$ cat src/rtl/aes_pkg.sv
// aes_pkg: shared constants and FSM state type for the AES-256 round-key store
package aes_pkg;
  localparam int AES256_NUM_RK = 15;
  localparam int RK_IDX_W = 4;
  localparam int RK_W = 128;
  localparam logic [RK_IDX_W-1:0] RK_LAST = RK_IDX_W'(AES256_NUM_RK - 1);
  typedef enum logic [1:0] {IDLE, LOAD, READY, STREAM} ks_state_t;
endpackage

$ cat src/rtl/aes256_round_key_store_if.sv
// aes256_round_key_store_if: key-load, expander and round-key stream signals of the key store
interface aes256_round_key_store_if
  import aes_pkg::*;
();
  logic key_load;
  logic [2*RK_W-1:0] short_key;
  logic [RK_W-1:0] exp_subkey;
  logic exp_valid;
  logic rk_req;
  logic rk_dir;
  logic rk_ready;
  logic rk_valid;
  logic [RK_W-1:0] rk_data;
  logic [RK_IDX_W-1:0] rk_idx;
  logic rk_last;
  logic keys_ready;
  logic load_err;
  modport master (
    output key_load, short_key, exp_subkey, exp_valid, rk_req, rk_dir, rk_ready,
    input rk_valid, rk_data, rk_idx, rk_last, keys_ready, load_err
  );
  modport slave (
    input key_load, short_key, exp_subkey, exp_valid, rk_req, rk_dir, rk_ready,
    output rk_valid, rk_data, rk_idx, rk_last, keys_ready, load_err
  );
endinterface

$ cat src/rtl/aes_rk_regfile.sv
// aes_rk_regfile: 15x128 round-key array, one sync write port (cipher-key pair or single slot), comb read
module aes_rk_regfile
  import aes_pkg::*;
(
  input logic clk,
  input logic we,
  input logic pair,
  input logic [RK_IDX_W-1:0] waddr,
  input logic [2*RK_W-1:0] key,
  input logic [RK_W-1:0] wdata,
  input logic [RK_IDX_W-1:0] raddr,
  output logic [RK_W-1:0] rdata
);
  logic [RK_W-1:0] mem [AES256_NUM_RK];
  always_ff @(posedge clk) begin
    if (we && pair) begin
      mem[0] <= key[2*RK_W-1:RK_W];
      mem[1] <= key[RK_W-1:0];
    end else if (we) mem[waddr] <= wdata;
  end
  assign rdata = mem[raddr];
endmodule

$ cat src/rtl/aes256_round_key_store.sv
// aes256_round_key_store: captures/replays the 15 AES-256 round keys; AES_KS_DEC_ORDER_EN enables descending streams
module aes256_round_key_store
  import aes_pkg::*;
(
  input logic clk,
  input logic reset,
  aes256_round_key_store_if.slave bus
);
  ks_state_t state, state_n;
  logic [RK_IDX_W-1:0] wr_cnt, wr_cnt_n, rd_addr, first, step, term, idx_n;
  logic [RK_W-1:0] rd_data, data_n;
  logic xfer, we, pair, valid_n, last_n, kr_n, err_n;
  assign xfer = bus.rk_valid & bus.rk_ready;
`ifdef AES_KS_DEC_ORDER_EN
  logic dir;
  always_ff @(posedge clk) begin
    if (!reset) dir <= 1'b0;
    else if (state == READY && bus.rk_req && !bus.key_load) dir <= bus.rk_dir;
  end
  assign first = bus.rk_dir ? RK_LAST : '0;
  assign step = dir ? bus.rk_idx - 1'b1 : bus.rk_idx + 1'b1;
  assign term = dir ? '0 : RK_LAST;
`else
  assign first = '0;
  assign step = bus.rk_idx + 1'b1;
  assign term = RK_LAST;
`endif
  assign rd_addr = state == STREAM ? step : first;
  aes_rk_regfile u_rf (
    .clk(clk), .we(we), .pair(pair), .waddr(wr_cnt), .key(bus.short_key),
    .wdata(bus.exp_subkey), .raddr(rd_addr), .rdata(rd_data)
  );
  always_ff @(posedge clk) begin
    if (!reset) begin
      state <= IDLE;
      wr_cnt <= '0;
      bus.rk_valid <= 1'b0;
      bus.rk_data <= '0;
      bus.rk_idx <= '0;
      bus.rk_last <= 1'b0;
      bus.keys_ready <= 1'b0;
      bus.load_err <= 1'b0;
    end else begin
      state <= state_n;
      wr_cnt <= wr_cnt_n;
      bus.rk_valid <= valid_n;
      bus.rk_data <= data_n;
      bus.rk_idx <= idx_n;
      bus.rk_last <= last_n;
      bus.keys_ready <= kr_n;
      bus.load_err <= err_n;
    end
  end
  always_comb begin
    state_n = state;
    if (bus.key_load) state_n = LOAD;
    else if (state == LOAD) state_n = !bus.exp_valid ? IDLE : (wr_cnt == RK_LAST ? READY : LOAD);
    else if (state == READY && bus.rk_req) state_n = STREAM;
    else if (state == STREAM && xfer && bus.rk_last) state_n = READY;
  end
  always_comb begin
    wr_cnt_n = wr_cnt;
    valid_n = bus.rk_valid;
    data_n = bus.rk_data;
    idx_n = bus.rk_idx;
    last_n = bus.rk_last;
    kr_n = bus.keys_ready;
    err_n = 1'b0;
    we = 1'b0;
    pair = 1'b0;
    if (bus.key_load) begin
      we = 1'b1;
      pair = 1'b1;
      wr_cnt_n = RK_IDX_W'(2);
      kr_n = 1'b0;
      valid_n = 1'b0;
      last_n = 1'b0;
    end else if (state == LOAD) begin
      we = bus.exp_valid;
      err_n = !bus.exp_valid;
      wr_cnt_n = bus.exp_valid ? wr_cnt + 1'b1 : wr_cnt;
      kr_n = bus.exp_valid && wr_cnt == RK_LAST;
    end else if (state == READY && bus.rk_req) begin
      valid_n = 1'b1;
      data_n = rd_data;
      idx_n = first;
      last_n = 1'b0;
    end else if (state == STREAM && xfer) begin
      valid_n = !bus.rk_last;
      data_n = bus.rk_last ? bus.rk_data : rd_data;
      idx_n = bus.rk_last ? bus.rk_idx : step;
      last_n = !bus.rk_last && step == term;
    end
  end
endmodule

$ cat src/flat_wrapper.sv
// flat-port wrapper written by rule: the top's interface ports become plain ports
module aes256_round_key_store_flat import aes_pkg::*;
  (clk, reset, bus_key_load, bus_short_key, bus_exp_subkey, bus_exp_valid, bus_rk_req, bus_rk_dir, bus_rk_ready, bus_rk_valid, bus_rk_data, bus_rk_idx, bus_rk_last, bus_keys_ready, bus_load_err);
  aes256_round_key_store_if bus_i ();
  input logic clk;
  input logic reset;
  input wire logic [$bits(bus_i.key_load)-1:0] bus_key_load;
  input wire logic [$bits(bus_i.short_key)-1:0] bus_short_key;
  input wire logic [$bits(bus_i.exp_subkey)-1:0] bus_exp_subkey;
  input wire logic [$bits(bus_i.exp_valid)-1:0] bus_exp_valid;
  input wire logic [$bits(bus_i.rk_req)-1:0] bus_rk_req;
  input wire logic [$bits(bus_i.rk_dir)-1:0] bus_rk_dir;
  input wire logic [$bits(bus_i.rk_ready)-1:0] bus_rk_ready;
  output wire logic [$bits(bus_i.rk_valid)-1:0] bus_rk_valid;
  output wire logic [$bits(bus_i.rk_data)-1:0] bus_rk_data;
  output wire logic [$bits(bus_i.rk_idx)-1:0] bus_rk_idx;
  output wire logic [$bits(bus_i.rk_last)-1:0] bus_rk_last;
  output wire logic [$bits(bus_i.keys_ready)-1:0] bus_keys_ready;
  output wire logic [$bits(bus_i.load_err)-1:0] bus_load_err;
  assign bus_i.key_load = bus_key_load;
  assign bus_i.short_key = bus_short_key;
  assign bus_i.exp_subkey = bus_exp_subkey;
  assign bus_i.exp_valid = bus_exp_valid;
  assign bus_i.rk_req = bus_rk_req;
  assign bus_i.rk_dir = bus_rk_dir;
  assign bus_i.rk_ready = bus_rk_ready;
  assign bus_rk_valid = bus_i.rk_valid;
  assign bus_rk_data = bus_i.rk_data;
  assign bus_rk_idx = bus_i.rk_idx;
  assign bus_rk_last = bus_i.rk_last;
  assign bus_keys_ready = bus_i.keys_ready;
  assign bus_load_err = bus_i.load_err;
  aes256_round_key_store u_core (.clk(clk), .reset(reset), .bus(bus_i));
endmodule
$ cat config.mk
export PLATFORM = sky130hd
export DESIGN_NAME = aes256_round_key_store_flat
export DESIGN_NICKNAME = d
export VERILOG_FILES = /design/src/rtl/aes_pkg.sv /design/src/rtl/aes256_round_key_store_if.sv /design/src/rtl/aes_rk_regfile.sv /design/src/rtl/aes256_round_key_store.sv /design/src/flat_wrapper.sv
export SDC_FILE = /design/constraint.sdc
export NUM_CORES = 2
export LEC_CHECK = 0
export ABC_CLOCK_PERIOD_IN_PS = 12100
export BUFFER_PORTS_ARGS = -buffer_cell sky130_fd_sc_hd__buf_2
export CORE_MARGIN = 5
export CORE_UTILIZATION = 50
export DETAILED_ROUTE_END_ITERATION = 8
export PLACE_DENSITY_LB_ADDON = 0.1
export SLEW_MARGIN = 5
export SYNTH_ARGS = -nofsm -noshare
export SYNTH_HDL_FRONTEND = slang
export SYNTH_SLANG_ARGS = --single-unit
$ cat constraint.sdc
create_clock -name clk -period 12.1 [get_ports clk]
set_clock_uncertainty 0.2 [all_clocks]
set_input_delay 0.605 -clock clk [delete_from_list [all_inputs] [get_ports clk]]
set_output_delay 0.605 -clock clk [all_outputs]
set_load 0.01 [all_outputs]
==> flow_metrics.tcl <==
set metrics [dict create \
    status "complete, no violations" \
    post-route-util 0.595 \
    dr.pass1.iters 5 \
    via_count 48100 \
    synth-edff-count 2048 \
    drc 0 \
    drive_gt1_frac 0.254 \
    chipHeight_um 422 \
    maxCapViolCount 0 \
    worst-slew-pin-transition_ns 1.14 \
    hold_violations 0 \
    instances_no_fill 7811 \
    grt_max_degree 152 \
    most-common-layout-cells "edfxtp_1 (2048), buf_2 (525), dlygate4sd3_1 (389), a221oi_1 (346), mux2_2 (294)" \
    synth-main-ff-cell "edfxtp_1" \
    cts_buffers 221 \
    post-cts-setup-buffers 0 \
    setup_tns_ns 0 \
    wirelength_mm 231 \
    worstPathArrival_ns 6.35 \
    num_io_pins 527 \
    crit_type "reg -> reg" \
    ys_ff_latch 2190 \
    yosys_warnings 0 \
    cts_tree "done" \
    synthDistinctLibCells 52 \
    synthCells 4524 \
    synthArstFlopShare 0 \
    num_rows 151 \
    power.density_nw_per_um2 154 \
    grt-ovfl-total 0 \
    grt_pass1_wl_mm 340 \
    ctsResizeCount 0 \
    clock_latency_ns 0.84 \
    ys_seq_area_frac 0.759 \
    post-route-min-period_ns 5.84 \
    design.core.area_sq_um 169000 \
    syn_nets 4921 \
    cts_sinks 2190 \
    rsz0062_at_grt "false" \
    peakVddDrop_mv 0.123 \
    dp_cells 7003 \
    antenna_found_initial 11 \
    path_max_fanout 93 \
    syn2layout_area_growth_pct 18.7 \
    viasPerCell 6.15 \
    track_usage 0.256 \
    dp_hpwl_mm 118 \
    die-area_sq_um 178000 \
    fmax_mhz 171 \
    power.leakage_nw 32.7 \
    ant_nets 0 \
    drt-initial-drc-count 4045 \
    finalMaxSlewViolations 0 \
    grt_pass1_vias 50100 \
    cts.reportedPaths.clkPinSlew_ns 0.06 \
    setup_viol 0 \
    max_slew_margin 0.239 \
    portBuffers 525 \
    syn_area_per_cell_sq_um 18.7 \
    reg2reg_depth 9 \
    root_buffer "clkbuf_16" \
    holdPathStages 4 \
    endpoint_kind "flip-flop" \
    final_common_cell "edfxtp_1" \
    cts_hold_buffers 389 \
    die_w_um 422 \
    routedWlPerCell_um 29.6 \
    start_util 0.502 \
    nets 5794 \
    hp-class "in -> reg" \
    r2r_slack_ns 6.26 \
    crit_path_start_kind "flip-flop" \
    clock_path_buffers 3 \
    synthesis.area_sq_um 84800 \
    fillers 12500 \
    cp.required_ns 12.61 \
    period_share 0.483 \
    h-tree-depth 4 \
    routabilityCongestion 0.771 \
]
[logic make-up after synthesis]
family | count (synthesis) | share of synthesized area
AO/OA/AOI/OAI | 1009 | 0.101
XOR/XNOR | 6 | 0.000620
adder cells (fa/ha/maj) | 6 | 0.000886
buffers and inverters | 355 | 0.0203
flip-flops | 2190 | 0.759
multiplexers | 642 | 0.0990
AND/OR/NAND/NOR | 316 | 0.0188
[cells in the mapped netlist (29+ instances only)]
cell type | instances | area, sq um
edfxtp_1 | 2048 | 61500
a221oi_1 | 346 | 3030
mux2_2 | 294 | 3310
mux2i_1 | 220 | 2200
o2bb2ai_1 | 218 | 1910
clkbuf_1 | 187 | 702
a211oi_1 | 182 | 1370
dfxtp_1 | 142 | 2840
mux4_2 | 128 | 2880
nor2_1 | 117 | 439
buf_2 | 113 | 566
a221o_1 | 92 | 921
nand2_1 | 87 | 327
a211o_1 | 73 | 639
o21ai_0 | 43 | 215
nand4_1 | 38 | 238
a32o_1 | 36 | 360
buf_6 | 32 | 360
nor3_2 | 29 | 290
[critical path: stages (launching register included)]
cell and delay, ns:
dfxtp_4 0.79, buf_4 0.83, buf_12 0.62, buf_4 0.83
buf_4 0.84, mux2i_1 0.30, nor2_1 0.06, a221oi_1 0.47
a211oi_1 0.14, a221o_1 0.31
[report_power, final]
group	internal, mW	total [mW]	switching [mW]
clock network	3.94	6.74	2.80
registers	8.34	8.36	0.0172
logic	0.187	0.418	0.230
[metrics by stage]
| stage | power (mW) | hold WS [ns] | worst slack (ns) | instance area (sq um) |
|---|---|---|---|---|
| after global routing | 16.0 | 0.115 | 5.90 | 101000 |
| final | 15.5 | 0.0790 | 6.26 | 101000 |
| after global placement | 8.83 | 0.266 | 6.14 | 89500 |
| after detailed placement | 8.84 | 0.266 | 6.14 | 89500 |
| after floorplan | 8.63 | 0.301 | 1.22 | 84800 |
| after CTS | 15.6 | 0.00889 | 6.09 | 101000 |
[sequential cells by signal, summed over array words and instances, names as in the netlist]
| register | count |
|---|---|
| u_core.u_rf.mem | 2048 |
| u_core.bus.rk_data | 128 |
| u_core.bus.rk_idx | 4 |
| u_core.wr_cnt | 4 |
| u_core.state | 2 |
| u_core.bus.keys_ready | 1 |
| u_core.bus.load_err | 1 |
| u_core.bus.rk_last | 1 |
| u_core.bus.rk_valid | 1 |
[layer usage]
layer	vias up	GRT usage	wire length, um
met5	-	0	21
met4	4	0.0901	8020
met3	391	0.0357	11600
met2	1542	0.454	119000
met1	25200	0.325	92000
li1	20900	-	-
[worst paths after layout]
path                                        startpoint                                    to
hold reg to reg   u_core.bus.rk_data[122]$_SDFFE_PN0P_  u_core.bus.rk_data[122]$_SDFFE_PN0P_
setup reg to reg     u_core.bus.rk_idx[0]$_SDFFE_PN0P_   u_core.bus.rk_data[49]$_SDFFE_PN0P_
setup / recovery     u_core.bus.rk_idx[0]$_SDFFE_PN0P_   u_core.bus.rk_data[49]$_SDFFE_PN0P_
hold / removal                              bus_rk_req       u_core.bus.rk_last$_SDFFE_PP0P_
[layout make-up]
cell class              count  area, sq um  share of cell area
well taps                2218         2780              0.0276
diodes                      4         10.0           0.0000995
repair buffers           1001         7320              0.0728
flip-flops and latches   2190        64300               0.640
clock buffers             330         6410              0.0637
multi-input cells        1979        18900               0.188
clock inverters            85          808             0.00804
inverters                   4         15.0            0.000149
No activity file was read; power rests on OpenSTA's default activity.
